--- config.mk ---
export PLATFORM = sky130hd
export DESIGN_NAME = pipeline_hazard_sequencer_flat
export DESIGN_NICKNAME = d
export VERILOG_FILES = /design/src/rtl/pipeline_hazard_sequencer_pkg.sv /design/src/rtl/pipeline_hazard_sequencer_if.sv /design/src/rtl/pipeline_hazard_sequencer_hazard_detect.sv /design/src/rtl/pipeline_hazard_sequencer.sv /design/src/flat_wrapper.sv
export SDC_FILE = /design/constraint.sdc
export NUM_CORES = 1
export LEC_CHECK = 0
export BUFFER_PORTS_ARGS = -buffer_cell sky130_fd_sc_hd__buf_2
export CAP_MARGIN = 20
export CORE_MARGIN = 8
export CORE_UTILIZATION = 35
export DETAILED_ROUTE_END_ITERATION = 10
export PLACE_DENSITY = 0.67
export SLEW_MARGIN = 25
export SYNTH_ARGS = -nofsm -noshare
export SYNTH_HDL_FRONTEND = slang
export SYNTH_SLANG_ARGS = --single-unit
--- constraint.sdc ---
create_clock -name clk -period 4.65 [get_ports clk]
set_input_delay 0.93 -clock clk [delete_from_list [all_inputs] [get_ports clk]]
set_output_delay 0.93 -clock clk [all_outputs]
set_load 0.1 [all_outputs]
--- src/rtl/pipeline_hazard_sequencer_pkg.sv ---
// Shared definitions for the hazard sequencer: FSM encoding and default widths.
package hazard_defs;
    localparam int REG_AW_DEF = 5;
    localparam int TIMER_W    = 8;

    typedef enum logic [1:0] {
        RUN      = 2'd0,
        MEM_WAIT = 2'd1,
        ERR      = 2'd2
    } state_t;
endpackage

--- src/rtl/pipeline_hazard_sequencer_if.sv ---
// ID-stage hazard bus: pipeline status in, stall/flush/freeze controls and perf counters out.
interface pipeline_hazard_sequencer_if
    import hazard_defs::*;
#(
    parameter int REG_AW = REG_AW_DEF,
    parameter int CNT_W  = 16
);
    logic [REG_AW-1:0] src1, src2, exe_dest, mem_dest;
    logic              two_src, exe_wb_en, exe_mem_r_en, mem_wb_en;
    logic              forward_en, br_taken, mem_req, mem_ready;
    logic              hold_if_id, bubble, if_flush, freeze, mem_start, error;
    logic [CNT_W-1:0]  stall_cnt, flush_cnt;

    modport master (
        output src1, src2, two_src, exe_dest, exe_wb_en, exe_mem_r_en,
               mem_dest, mem_wb_en, forward_en, br_taken, mem_req, mem_ready,
        input  hold_if_id, bubble, if_flush, freeze, mem_start, error,
               stall_cnt, flush_cnt
    );

    modport slave (
        input  src1, src2, two_src, exe_dest, exe_wb_en, exe_mem_r_en,
               mem_dest, mem_wb_en, forward_en, br_taken, mem_req, mem_ready,
        output hold_if_id, bubble, if_flush, freeze, mem_start, error,
               stall_cnt, flush_cnt
    );
endinterface

--- src/rtl/pipeline_hazard_sequencer_hazard_detect.sv ---
// Combinational RAW compare of the ID sources against the EXE and MEM destinations.
module hazard_detect
    import hazard_defs::*;
#(
    parameter int REG_AW = REG_AW_DEF
) (
    input  logic [REG_AW-1:0] src1,
    input  logic [REG_AW-1:0] src2,
    input  logic              two_src,
    input  logic [REG_AW-1:0] exe_dest,
    input  logic              exe_wb_en,
    input  logic [REG_AW-1:0] mem_dest,
    input  logic              mem_wb_en,
    output logic              hz_exe,
    output logic              hz_mem
);
    // r0 is hardwired zero, so a write to it never creates a dependency
    assign hz_exe = exe_wb_en && (exe_dest != '0) &&
                    ((exe_dest == src1) || (two_src && (exe_dest == src2)));
    assign hz_mem = mem_wb_en && (mem_dest != '0) &&
                    ((mem_dest == src1) || (two_src && (mem_dest == src2)));
endmodule

--- src/rtl/pipeline_hazard_sequencer.sv ---
// ID-stage sequencer: RAW stalls, branch flush, and freeze during multi-cycle data-memory access.
module pipeline_hazard_sequencer
    import hazard_defs::*;
#(
    parameter int REG_AW      = REG_AW_DEF,
    parameter int MEM_TIMEOUT = 15,
    parameter int CNT_W       = 16
) (
    input  logic                         clk,
    input  logic                         rst,
    pipeline_hazard_sequencer_if.slave   bus
);
    state_t             state, state_nx;
    logic [TIMER_W-1:0] timer, timer_nx;
    logic [CNT_W-1:0]   stall_q, flush_q;
    logic               hz_exe, hz_mem, stall;
    logic               hold_c, bubble_c, flush_c, freeze_c, start_c, error_c;

    hazard_detect #(.REG_AW(REG_AW)) u_detect (
        .src1      (bus.src1),
        .src2      (bus.src2),
        .two_src   (bus.two_src),
        .exe_dest  (bus.exe_dest),
        .exe_wb_en (bus.exe_wb_en),
        .mem_dest  (bus.mem_dest),
        .mem_wb_en (bus.mem_wb_en),
        .hz_exe    (hz_exe),
        .hz_mem    (hz_mem)
    );

    // With forwarding only a load in EXE cannot be bypassed in time
    assign stall = bus.forward_en ? (hz_exe && bus.exe_mem_r_en) : (hz_exe || hz_mem);

    always_comb begin
        state_nx = state;
        timer_nx = timer;
        hold_c   = 1'b0;
        bubble_c = 1'b0;
        flush_c  = 1'b0;
        freeze_c = 1'b0;
        start_c  = 1'b0;
        error_c  = 1'b0;
        case (state)
            RUN: begin
                if (bus.mem_req) begin
                    freeze_c = 1'b1;
                    start_c  = 1'b1;
                    state_nx = MEM_WAIT;
                    timer_nx = TIMER_W'(1);
                end else begin
                    hold_c   = stall;
                    bubble_c = stall;
                    flush_c  = bus.br_taken && !stall;
                end
            end
            MEM_WAIT: begin
                freeze_c = !bus.mem_ready;
                if (bus.mem_ready)
                    state_nx = RUN;
                else if (timer == TIMER_W'(MEM_TIMEOUT))
                    state_nx = ERR;
                else
                    timer_nx = timer + 1'b1;
            end
            ERR: begin
                freeze_c = 1'b1;
                error_c  = 1'b1;
            end
            default: state_nx = RUN;
        endcase
    end

    always_ff @(posedge clk or negedge rst) begin
        if (!rst) begin
            state   <= RUN;
            timer   <= '0;
            stall_q <= '0;
            flush_q <= '0;
        end else begin
            state <= state_nx;
            timer <= timer_nx;
            if (bubble_c && (stall_q != '1)) stall_q <= stall_q + 1'b1;
            if (flush_c  && (flush_q != '1)) flush_q <= flush_q + 1'b1;
        end
    end

    assign bus.hold_if_id = hold_c   && rst;
    assign bus.bubble     = bubble_c && rst;
    assign bus.if_flush   = flush_c  && rst;
    assign bus.freeze     = freeze_c && rst;
    assign bus.mem_start  = start_c  && rst;
    assign bus.error      = error_c  && rst;
    assign bus.stall_cnt  = stall_q;
    assign bus.flush_cnt  = flush_q;
endmodule

--- src/flat_wrapper.sv ---
// flat-port wrapper written by rule: the top's interface ports become plain ports
module pipeline_hazard_sequencer_flat import hazard_defs::*;
#(
    parameter int REG_AW      = REG_AW_DEF,
    parameter int MEM_TIMEOUT = 15,
    parameter int CNT_W       = 16
)
  (clk, rst, bus_src1, bus_src2, bus_two_src, bus_exe_dest, bus_exe_wb_en, bus_exe_mem_r_en, bus_mem_dest, bus_mem_wb_en, bus_forward_en, bus_br_taken, bus_mem_req, bus_mem_ready, bus_hold_if_id, bus_bubble, bus_if_flush, bus_freeze, bus_mem_start, bus_error, bus_stall_cnt, bus_flush_cnt);
  pipeline_hazard_sequencer_if #(.REG_AW(REG_AW), .CNT_W(CNT_W)) bus_i ();
  input  logic clk;
  input  logic rst;
  input wire logic [$bits(bus_i.src1)-1:0] bus_src1;
  input wire logic [$bits(bus_i.src2)-1:0] bus_src2;
  input wire logic [$bits(bus_i.two_src)-1:0] bus_two_src;
  input wire logic [$bits(bus_i.exe_dest)-1:0] bus_exe_dest;
  input wire logic [$bits(bus_i.exe_wb_en)-1:0] bus_exe_wb_en;
  input wire logic [$bits(bus_i.exe_mem_r_en)-1:0] bus_exe_mem_r_en;
  input wire logic [$bits(bus_i.mem_dest)-1:0] bus_mem_dest;
  input wire logic [$bits(bus_i.mem_wb_en)-1:0] bus_mem_wb_en;
  input wire logic [$bits(bus_i.forward_en)-1:0] bus_forward_en;
  input wire logic [$bits(bus_i.br_taken)-1:0] bus_br_taken;
  input wire logic [$bits(bus_i.mem_req)-1:0] bus_mem_req;
  input wire logic [$bits(bus_i.mem_ready)-1:0] bus_mem_ready;
  output wire logic [$bits(bus_i.hold_if_id)-1:0] bus_hold_if_id;
  output wire logic [$bits(bus_i.bubble)-1:0] bus_bubble;
  output wire logic [$bits(bus_i.if_flush)-1:0] bus_if_flush;
  output wire logic [$bits(bus_i.freeze)-1:0] bus_freeze;
  output wire logic [$bits(bus_i.mem_start)-1:0] bus_mem_start;
  output wire logic [$bits(bus_i.error)-1:0] bus_error;
  output wire logic [$bits(bus_i.stall_cnt)-1:0] bus_stall_cnt;
  output wire logic [$bits(bus_i.flush_cnt)-1:0] bus_flush_cnt;
  assign bus_i.src1 = bus_src1;
  assign bus_i.src2 = bus_src2;
  assign bus_i.two_src = bus_two_src;
  assign bus_i.exe_dest = bus_exe_dest;
  assign bus_i.exe_wb_en = bus_exe_wb_en;
  assign bus_i.exe_mem_r_en = bus_exe_mem_r_en;
  assign bus_i.mem_dest = bus_mem_dest;
  assign bus_i.mem_wb_en = bus_mem_wb_en;
  assign bus_i.forward_en = bus_forward_en;
  assign bus_i.br_taken = bus_br_taken;
  assign bus_i.mem_req = bus_mem_req;
  assign bus_i.mem_ready = bus_mem_ready;
  assign bus_hold_if_id = bus_i.hold_if_id;
  assign bus_bubble = bus_i.bubble;
  assign bus_if_flush = bus_i.if_flush;
  assign bus_freeze = bus_i.freeze;
  assign bus_mem_start = bus_i.mem_start;
  assign bus_error = bus_i.error;
  assign bus_stall_cnt = bus_i.stall_cnt;
  assign bus_flush_cnt = bus_i.flush_cnt;
  pipeline_hazard_sequencer #(.REG_AW(REG_AW), .MEM_TIMEOUT(MEM_TIMEOUT), .CNT_W(CNT_W)) u_core (.clk(clk), .rst(rst), .bus(bus_i));
endmodule
==> After elaboration in Yosys (flattened, before gate mapping) <==
Cells that the tools add are included.
{ "classes": {"n_addsub": 3, "n_mul": 0, "div_mod_pow": 0, "order_cmp": 0, "eq_ne": 13, "shift": 0, "mux": 17, "n_bitwise": 1, "reduce_logical": 26} }
{ "ops": {"columns": ["op", "n"], "rows": [
  ["adder 16 x 1 -> 16 bit (second input constant)", 2],
  ["!= test 16 bit (second input constant)", 2],
  ["two-way mux 8 bit", 3],
  ["== test 5 bit", 4],
  ["case mux 8 bit (2 select lines)", 1],
  ["logical AND 1 bit", 15],
  ["nonzero test 5 bit", 2],
  ["adder 8 x 1 -> 8 bit (second input constant)", 1],
  ["== test 8 x 4 -> 1 bit (second input constant)", 1],
  ["two-way mux 1 bit", 8],
  ["two-way mux 2 bit", 3],
  ["!= test 2 bit (second input constant)", 3],
  ["case mux 2 bit (3 select lines)", 1],
  ["AND reduction 4 bit", 1],
  ["logical OR 1 bit", 3],
  ["!= test 3 x 2 -> 1 bit (second input constant)", 1],
  ["case mux 1 bit (3 select lines)", 1],
  ["AND reduction 3 bit", 1],
  ["== test 2 x 1 -> 1 bit (second input constant)", 1],
  ["== test 2 bit (second input constant)", 1],
  ["zero test 1 bit", 2],
  ["zero test 2 bit", 1],
  ["nonzero test 2 bit", 1],
  ["NOT 1 bit", 1]
]} }
{ "totals": {"reg_bits": 42, "latchBits": 0, "ram_bits": 0, "romBits": 0, "out_inout_bits": 38, "wordCells": 64, "memories": 0} }

==> Longest topological paths before layout <==
Gate-level depths: netlist of run 1.
{ "logic_depth": {"word_depth": 11, "depth_mapped": 8, "ltp_nobuf": 7} }

==> Cells and area by module <==
Synthesis of run 1 repeated with hierarchy kept, for this count alone.
{ "unflattened": {"cells_unflattened": 243, "area_unflattened_um2": 2409.8} }
{ "by_module_without_submodules": {"columns": ["module", "instances", "cells_each", "area_per_inst_um2", "seq_area_each_um2"], "rows": [
  ["pipeline_hazard_sequencer", 1, 209, 2150.8, 1051.0],
  ["hazard_detect", 1, 34, 259.0, 0.0]
]} }

==> Worst setup path after synthesis of run 1 <==
OpenSTA, ideal clock, no wires.
{ "synth_timing": {"path_kind": "input-to-output", "start": "input port bus_mem_dest[0]", "end": "output port bus_if_flush", "arrival_ps": 3304, "required_ps": 3720, "slack_ps": 416, "path_stages": 6, "n_path_buf": 2, "path_cell_list": "or3_1 o311a_1 a22o_1 buf_6 buf_8 nor2_1"} }
{ "synth_via": {"elab_chain_len": 11, "elab_cells_between_ends": 14, "classes_between": "eq/ne: 2; mux: 3; reduce/logical: 9"} }
{ "synth_lines": {"columns": ["element", "line_no", "rtl"], "rows": [
  ["start: declaration", "flat_wrapper.sv:18", "input wire logic [$bits(bus_i.mem_dest)-1:0] bus_mem_dest;"],
  ["== test 5 bit", "pipeline_hazard_sequencer_hazard_detect.sv:21", "((mem_dest == src1) || (two_src && (mem_dest == src2)));"],
  ["logical AND 1 bit", "pipeline_hazard_sequencer_hazard_detect.sv:21", null],
  ["logical OR 1 bit", "pipeline_hazard_sequencer_hazard_detect.sv:21", null],
  ["logical AND 1 bit *", "pipeline_hazard_sequencer_hazard_detect.sv:20", "assign hz_mem = mem_wb_en && (mem_dest != '0) &&"],
  ["logical OR 1 bit *", "pipeline_hazard_sequencer.sv:32", "assign stall = bus.forward_en ? (hz_exe && bus.exe_mem_r_en) : (hz_exe || hz_mem);"],
  ["two-way mux 1 bit *", "pipeline_hazard_sequencer.sv:32", null],
  ["zero test 1 bit *", "pipeline_hazard_sequencer.sv:53", "flush_c = bus.br_taken && !stall;"],
  ["logical AND 1 bit *", "pipeline_hazard_sequencer.sv:53", null],
  ["two-way mux 1 bit *", "pipeline_hazard_sequencer.sv:45", "if (bus.mem_req) begin"],
  ["two-way mux 1 bit *", "pipeline_hazard_sequencer.sv:43", "case (state)"],
  ["logical AND 1 bit *", "pipeline_hazard_sequencer.sv:89", "assign bus.if_flush = flush_c && rst;"],
  ["end: declaration", "flat_wrapper.sv:26", "output wire logic [$bits(bus_i.if_flush)-1:0] bus_if_flush;"]
]} }
Every way passes the cells marked *; elsewhere a longest branch is shown, timed or not.

==> Final worst setup path of run 1 <==
{ "layout_timing": {"start": "input port bus_exe_dest[0]", "end": "output port bus_bubble"} }
{ "layout_via": {"elab_chain_len": 9, "elab_cells_between_ends": 13, "classes_between": "eq/ne: 2; mux: 3; reduce/logical: 8"} }
{ "layout_lines": {"columns": ["element", "line_no", "rtl"], "rows": [
  ["start: declaration", "flat_wrapper.sv:15", "input wire logic [$bits(bus_i.exe_dest)-1:0] bus_exe_dest;"],
  ["== test 5 bit", "pipeline_hazard_sequencer_hazard_detect.sv:19", "((exe_dest == src1) || (two_src && (exe_dest == src2)));"],
  ["logical AND 1 bit", "pipeline_hazard_sequencer_hazard_detect.sv:19", null],
  ["logical OR 1 bit", "pipeline_hazard_sequencer_hazard_detect.sv:19", null],
  ["logical AND 1 bit *", "pipeline_hazard_sequencer_hazard_detect.sv:18", "assign hz_exe = exe_wb_en && (exe_dest != '0) &&"],
  ["logical OR 1 bit / logical AND 1 bit (equally long branches)", "pipeline_hazard_sequencer.sv:32", null],
  ["two-way mux 1 bit *", "pipeline_hazard_sequencer.sv:32", null],
  ["two-way mux 1 bit *", "pipeline_hazard_sequencer.sv:45", null],
  ["two-way mux 1 bit *", "pipeline_hazard_sequencer.sv:43", null],
  ["logical AND 1 bit *", "pipeline_hazard_sequencer.sv:88", "assign bus.bubble = bubble_c && rst;"],
  ["end: declaration", "flat_wrapper.sv:25", "output wire logic [$bits(bus_i.bubble)-1:0] bus_bubble;"]
]} }
Marked as above.

==> metrics.csv, run 1 <==
metric,value,unit
"Setup Fix Bufs, Post-CTS",0,
Via Count,1992,
Final setup viols,0,
switching pwr,0.527,mW
number of synthesized flops with an enable pin,0,
share of cells above drive strength 1,27.4,%
drt first pass iters,4,
Placed Cells,389,
multi-input logic area,1320,um^2
Synth area leaders,"dfrtp_1 43%, xor2_1 11%, xnor2_1 8.6%",
RSZ-0062 raised after global routing,no,
Ports,68,
full die area,9900,um^2
global-route wire length before repair,9740,um
status,"finished, final reports clean",
Final Critical Period,3.86,ns
Core Footprint,6760,um^2
FILL cells,649,
clk_lat worst skew,0.29,ns
final period utilization,83.1,%
R2R Path End,u_core.bus.stall_cnt[1],
largest area contributor in the netlist,dfrtp_1,
Final Hold Vio Count,0,
crit path max fanout,17,
cts hold-fix bufs,0,
Max Cap Viol,0,
WP data arrival,2.93,ns
final worst slack,0.787,ns
R2R setup slack,2.18,ns
Hold Crit Class,reg2reg,
Critical Path Sink,bus_bubble,
post-CTS sizing,0,
die span in y,99.5,um
clock buffer count from CTS,5,
antenna cells,0,
design area,2940,um^2
Post-Syn Instances,246,
initial antenna violation count,0,
non-filler instance count after layout,397,
clk buf depth,2,
Hold WS,0.487,ns
post-route ant nets,0,
initial drt markers,26,
post-layout util,43.5,%
"Req. time, crit path",3.72,ns
switching portion of total power,44.2,%
Tot GR Track Use,12.0,%
post-layout net count,349,
part of the power in registers,38.3,%
gp weighted congestion,0.845,
critical path endpoint category,primary output,
Worst R2R Path Depth,5,
die width,99.5,um
Post-DP HPWL,4440,um
Final Power,1.19,mW
Combinational Power Share,38.0,%
CTS tree,yes,
"Reg clk slew, reported paths",0.07,ns
total negative slack,0,ns
# DRC,0,
R2R Path Start,u_core.bus.stall_cnt[6],
most frequent cells in the layout,"67 x buf_2, 42 x dfrtp_1, 31 x xor2_1",
H-tree Lvls,2,
slew of the pin with the lowest slew margin,0.780,ns
Mapped Avg Cell Area,9.92,um^2
Synth Cell Area,2440,um^2
pre-CTS setup slack,0.783,ns
PwrDens,405,nW/um^2
HP Start,u_core.bus.flush_cnt[15],
Root Driver,clkbuf_8,
Layout area overhead,20.6,%
Vias per Instance,5.02,
Synth top area share,43.1,%
Synth Warn #,0,
syn_nets,279,
max-slew headroom at the worst pin,48.0,%
clock sinks,42,
Avg WL per Cell,14.4,um
grt ovf,0,
largest net degree at the start of global routing,29,
CP Class,in2out,
Leak,1.49,nW
drt total wl,5730,um
vias in the first global route,2002,
Post-Route Skew,0.00867,ns
initial core utilization,36.1,%
# rows,30,
Yosys reg bits,42,
ys async rst share,100,%
critical path launch point type,input port,
Power Internal,0.664,mW
placed instance area,2840,um^2
Slew Limit Fails,0,
Seq. cell area,1050,um^2
CP startpoint,bus_exe_dest[0],
"Seq/Total Area, Yosys",43.1,%
Clock power frac,23.8,%
Max Freq,0.259,GHz
Netlist cell types,42,
main flop type after synthesis,dfrtp_1,
"commonest non-fill, non-tap cell in the layout",buf_2,
IO buf count,67,
maximum VDD drop,223,uV
[area by class of cell]
cell class,instances,area share [%]
clock inverters,1,1.02
repair buffers,70,12.2
flip-flops and latches,42,35.7
clock buffers,7,2.59
multi-input cells,194,44.7
inverters,3,0.383
well taps,80,3.40
[metal layers]
layer  vias to the layer above  track usage (%)  part of all wire (%)
met1                       947             14.7                    45
met3                         2             4.47                   5.5
li1                       1003                -                     -
met5                         -                0                     0
met2                        40             19.7                    49
met4                         0             2.10                  0.44
[logic make-up (layout without fill, tap and decap cells)]
logic type	Yosys count	after routing	synth area share [%]
multiplexers	3	3	1.38
AND/OR/NAND/NOR	120	120	27.3
flip-flops	42	42	43.1
adder cells (fa/ha/maj)	3	3	1.54
buffers and inverters	10	81	3.02
XOR/XNOR	55	55	19.7
AO/OA/AOI/OAI	13	13	3.90
[sequential cells by signal, summed over array words and instances (netlist names)]
register / cells
u_core.bus.flush_cnt: 16
u_core.bus.stall_cnt: 16
u_core.state: 2
u_core.timer: 8
[worst max-delay path, cell delays in order]
cell     delay (ns)
buf_2          0.13
xnor2_1        0.17
nand3_1        0.09
o22ai_1        0.28
a22o_1         0.61
and3_2         0.30
buf_2          0.43
[how the worst min path moves through the flow]
stage,end,cells past startpoint
6_report,u_core.bus.flush_cnt[15],1
5_1_grt,u_core.bus.stall_cnt[15],1
4_1_cts,u_core.bus.flush_cnt[15],1
3_5_place_dp,u_core.bus.flush_cnt[15],1
3_3_place_gp,u_core.bus.flush_cnt[7],1
2_1_floorplan,u_core.timer[0],1
[Yosys cell counts (2+ instances only)]
cell       n
dfrtp_1   42
xor2_1    31
nor2_1    24
xnor2_1   24
nand2_1   20
nand4_1   18
nand3_1   11
nor3_1    11
and2_1     5
and3_1     5
nor4_1     5
and4_1     4
a21oi_1    3
ha_1       3
inv_1      3
mux2_2     3
nand2b_1   3
o21ai_0    3
buf_4      2
nor3b_1    2
o22ai_1    2
or4_1      2
[power groups by stage]
stage	clock network, mW	logic (mW)	registers, mW
5_1_grt	0.313	0.477	0.466
2_1_floorplan	0	0.120	0.702
4_1_cts	0.296	0.458	0.455
6_report	0.283	0.452	0.455
3_5_place_dp	0	0.457	0.462
3_3_place_gp	0	0.455	0.461
Power figures use the tool's default switching activity.
==> inputs of run 2 (changes only) <==
ABC_AREA = 1   (was unset)
PLACE_DENSITY = 0.66   (was 0.67)
clock period = 3.8 ns   (was 4.65 ns; I/O delays follow)
==> run 2 against run 1 <==
Cell count up 53%. Flip-flop and latch count is the same. Non-clock buffer count is 2 lower. Sequential power grew 17%. Combinational power is 2% higher. Power increased by 6.3%. Die area is 17% higher. Sequential share of layout area is 5.1 points lower. Critical path type unchanged. Largest cell class unchanged.
==> metrics.csv, run 2 <==
metric,value,unit
"Reg clk slew, reported paths",0.08,ns
Core Footprint,8180,um^2
most frequent cells in the layout,"164 x nand2_1, 67 x buf_2, 53 x inv_1",
max-slew headroom at the worst pin,61.2,%
clk buf depth,2,
Vias per Instance,4.59,
Root Driver,clkbuf_8,
critical path's slowest cell,buf_2,
crit path max fanout,8,
Post-DP HPWL,5600,um
Post-Syn Instances,434,
largest area contributor in the netlist,dfrtp_1,
Mapped Avg Cell Area,6.76,um^2
cts hold-fix bufs,0,
WP buf/inv,3,
syn_nets,467,
Final Hold Vio Count,0,
final worst slack,0.797,ns
"Setup Fix Bufs, Post-CTS",0,
part of the power in registers,42.0,%
antenna cells,0,
Tot GR Track Use,12.7,%
Clock power frac,21.6,%
CP Class,in2out,
IO buf count,67,
pre-CTS setup slack,0.786,ns
FILL cells,850,
Combinational Power Share,36.5,%
WP data arrival,2.24,ns
Via Count,2782,
"Seq/Total Area, Yosys",35.8,%
Power Internal,0.707,mW
# rows,33,
CTS tree,yes,
most common cell in the netlist,nand2_1,
post-route ant nets,0,
list of most frequent post-synthesis cells,"164 x nand2_1, 53 x inv_1, 42 x dfrtp_1",
met3 usage,2.34,%
post-CTS sizing,0,
vias in the first global route,2816,
Leak,1.88,nW
Synth Warn #,0,
status,"finished, final reports clean",
initial core utilization,35.9,%
Post-Route Skew,0.00586,ns
switching pwr,0.558,mW
post-layout net count,534,
drt first pass iters,4,
"commonest non-fill, non-tap cell in the layout",nand2_1,
maximum VDD drop,455,uV
Ports,68,
Avg WL per Cell,11.7,um
post-layout util,42.0,%
ys async rst share,100,%
global-route wire length before repair,12500,um
largest net degree at the start of global routing,43,
critical path endpoint category,primary output,
number of synthesized flops with an enable pin,0,
Hold WS,0.535,ns
Hold Crit Class,reg2reg,
gp weighted congestion,0.901,
H-tree Lvls,2,
crit path cell chain,buf_2 > inv_1 > nand2_1 > nand2_1 > nor2_1 > nand3_1 > nand2_1 > nand2_1 > nand2_4 > nand2_1 > nor2_2 > buf_2,
die span in y,108,um
clock buffer count from CTS,5,
initial drt markers,136,
clk_lat worst skew,0.29,ns
Slew Limit Fails,0,
initial antenna violation count,0,
"Req. time, crit path",3.04,ns
die width,108,um
PwrDens,369,nW/um^2
Synth area leaders,"dfrtp_1 36%, nand2_1 21%, inv_1 6.8%",
Synth Cell Area,2930,um^2
Final Critical Period,3.00,ns
Layout area overhead,17.0,%
Synth top area share,35.8,%
total negative slack,0,ns
met2 GRT Util,21.5,%
R2R setup slack,1.62,ns
CP max stage delay,0.44,ns
full die area,11600,um^2
Max Cap Viol,0,
drt total wl,7100,um
switching portion of total power,44.1,%
"most used cell, CP",nand2_1,
Final setup viols,0,
grt ovf,0,
GR peak layer,met2,
Yosys reg bits,42,
critical path launch point type,input port,
slew of the pin with the lowest slew margin,0.581,ns
RSZ-0062 raised after global routing,no,
GR Util met1,16.6,%
final period utilization,79.0,%
# DRC,0,
Max Freq,0.333,GHz
Netlist cell types,29,
main flop type after synthesis,dfrtp_1,
"Largest delay share family, worst path",simple AND/OR/NAND/NOR gates,
share of cells above drive strength 1,20.4,%
clock sinks,42,
[run 2: cell types whose count changed after synthesis, moves of 5 or more]
cell	delta
nor2_1	+14
and2_1	-5
inv_2	+6
nor2_2	+7
nand2_1	+144
nand4_1	-10
and3_1	-5
xnor2_1	-8
xor2_1	-18
nand3_1	+22
inv_1	+50
[run 2: cell type report]
cell class	count	area, um^2	share of cell area [%]
Inverter	59	221	6.45
Clock buffer	5	68.8	2.01
Tap cell	105	131	3.83
Clock inverter	2	10.0	0.292
Multi-Input combinational cell	325	1610	46.8
Sequential cell	42	1050	30.6
Timing Repair Buffer	68	343	9.99
[run 2: stage by stage]
| step | std cells | instance area [um^2] | power (mW) |
|---|---|---|---|
| 4_1_cts | 606 | 3430 | 1.29 |
| 5_1_grt | 606 | 3430 | 1.34 |
| 2_1_floorplan | 434 | 2940 | 0.903 |
| 6_report | 606 | 3430 | 1.27 |
| 3_3_place_gp | 599 | 3350 | 0.996 |
| 3_5_place_dp | 599 | 3350 | 1.00 |
[run 2: routing by layer]
metal | vias to the layer above | wire (um)
met5 | - | 0
met4 | 0 | 40
met3 | 4 | 320
met2 | 53 | 3300
met1 | 1254 | 3440
li1 | 1471 | -
[run 2: logic make-up (layout without fill, tap and decap cells)]
kind of cell	count (synthesis)	after routing	synth area share (%)
fa+ha+maj	3	3	1.28
compound gates	16	16	2.86
buf+inv	67	134	9.68
flops	42	42	35.8
xor+xnor	29	29	8.66
simple gates	277	277	41.7
[run 2: power by group through the flow]
stage / combinational, mW / sequential (mW) / clock, mW
6_report: 0.462 / 0.531 / 0.273
2_1_floorplan: 0.167 / 0.736 / 0
4_1_cts: 0.465 / 0.532 / 0.289
3_5_place_dp: 0.464 / 0.540 / 0
5_1_grt: 0.502 / 0.539 / 0.302
3_3_place_gp: 0.458 / 0.538 / 0
[run 2: worst paths after layout]
kind / from / endpoint / cells past startpoint
max in group asynchronous: rst / u_core.timer[1] / 2
hold / removal: u_core.timer[7] / u_core.timer[7] / 2
hold reg to reg: u_core.timer[7] / u_core.timer[7] / 2
min in group asynchronous: rst / u_core.bus.stall_cnt[7] / 2
setup / recovery: bus_mem_dest[1] / bus_hold_if_id / 12
setup reg to reg: u_core.state[0] / u_core.bus.flush_cnt[6] / 8
[run 2: worst register-to-register path: stages, from the launching register on]
cell and delay [ns]:
dfrtp_1 0.39, nor2_2 0.18, inv_1 0.10, nor2_2 0.18, nand2_1 0.13, nor2_2 0.49
nand2_2 0.38, nand2_1 0.13, o21ai_1 0.07
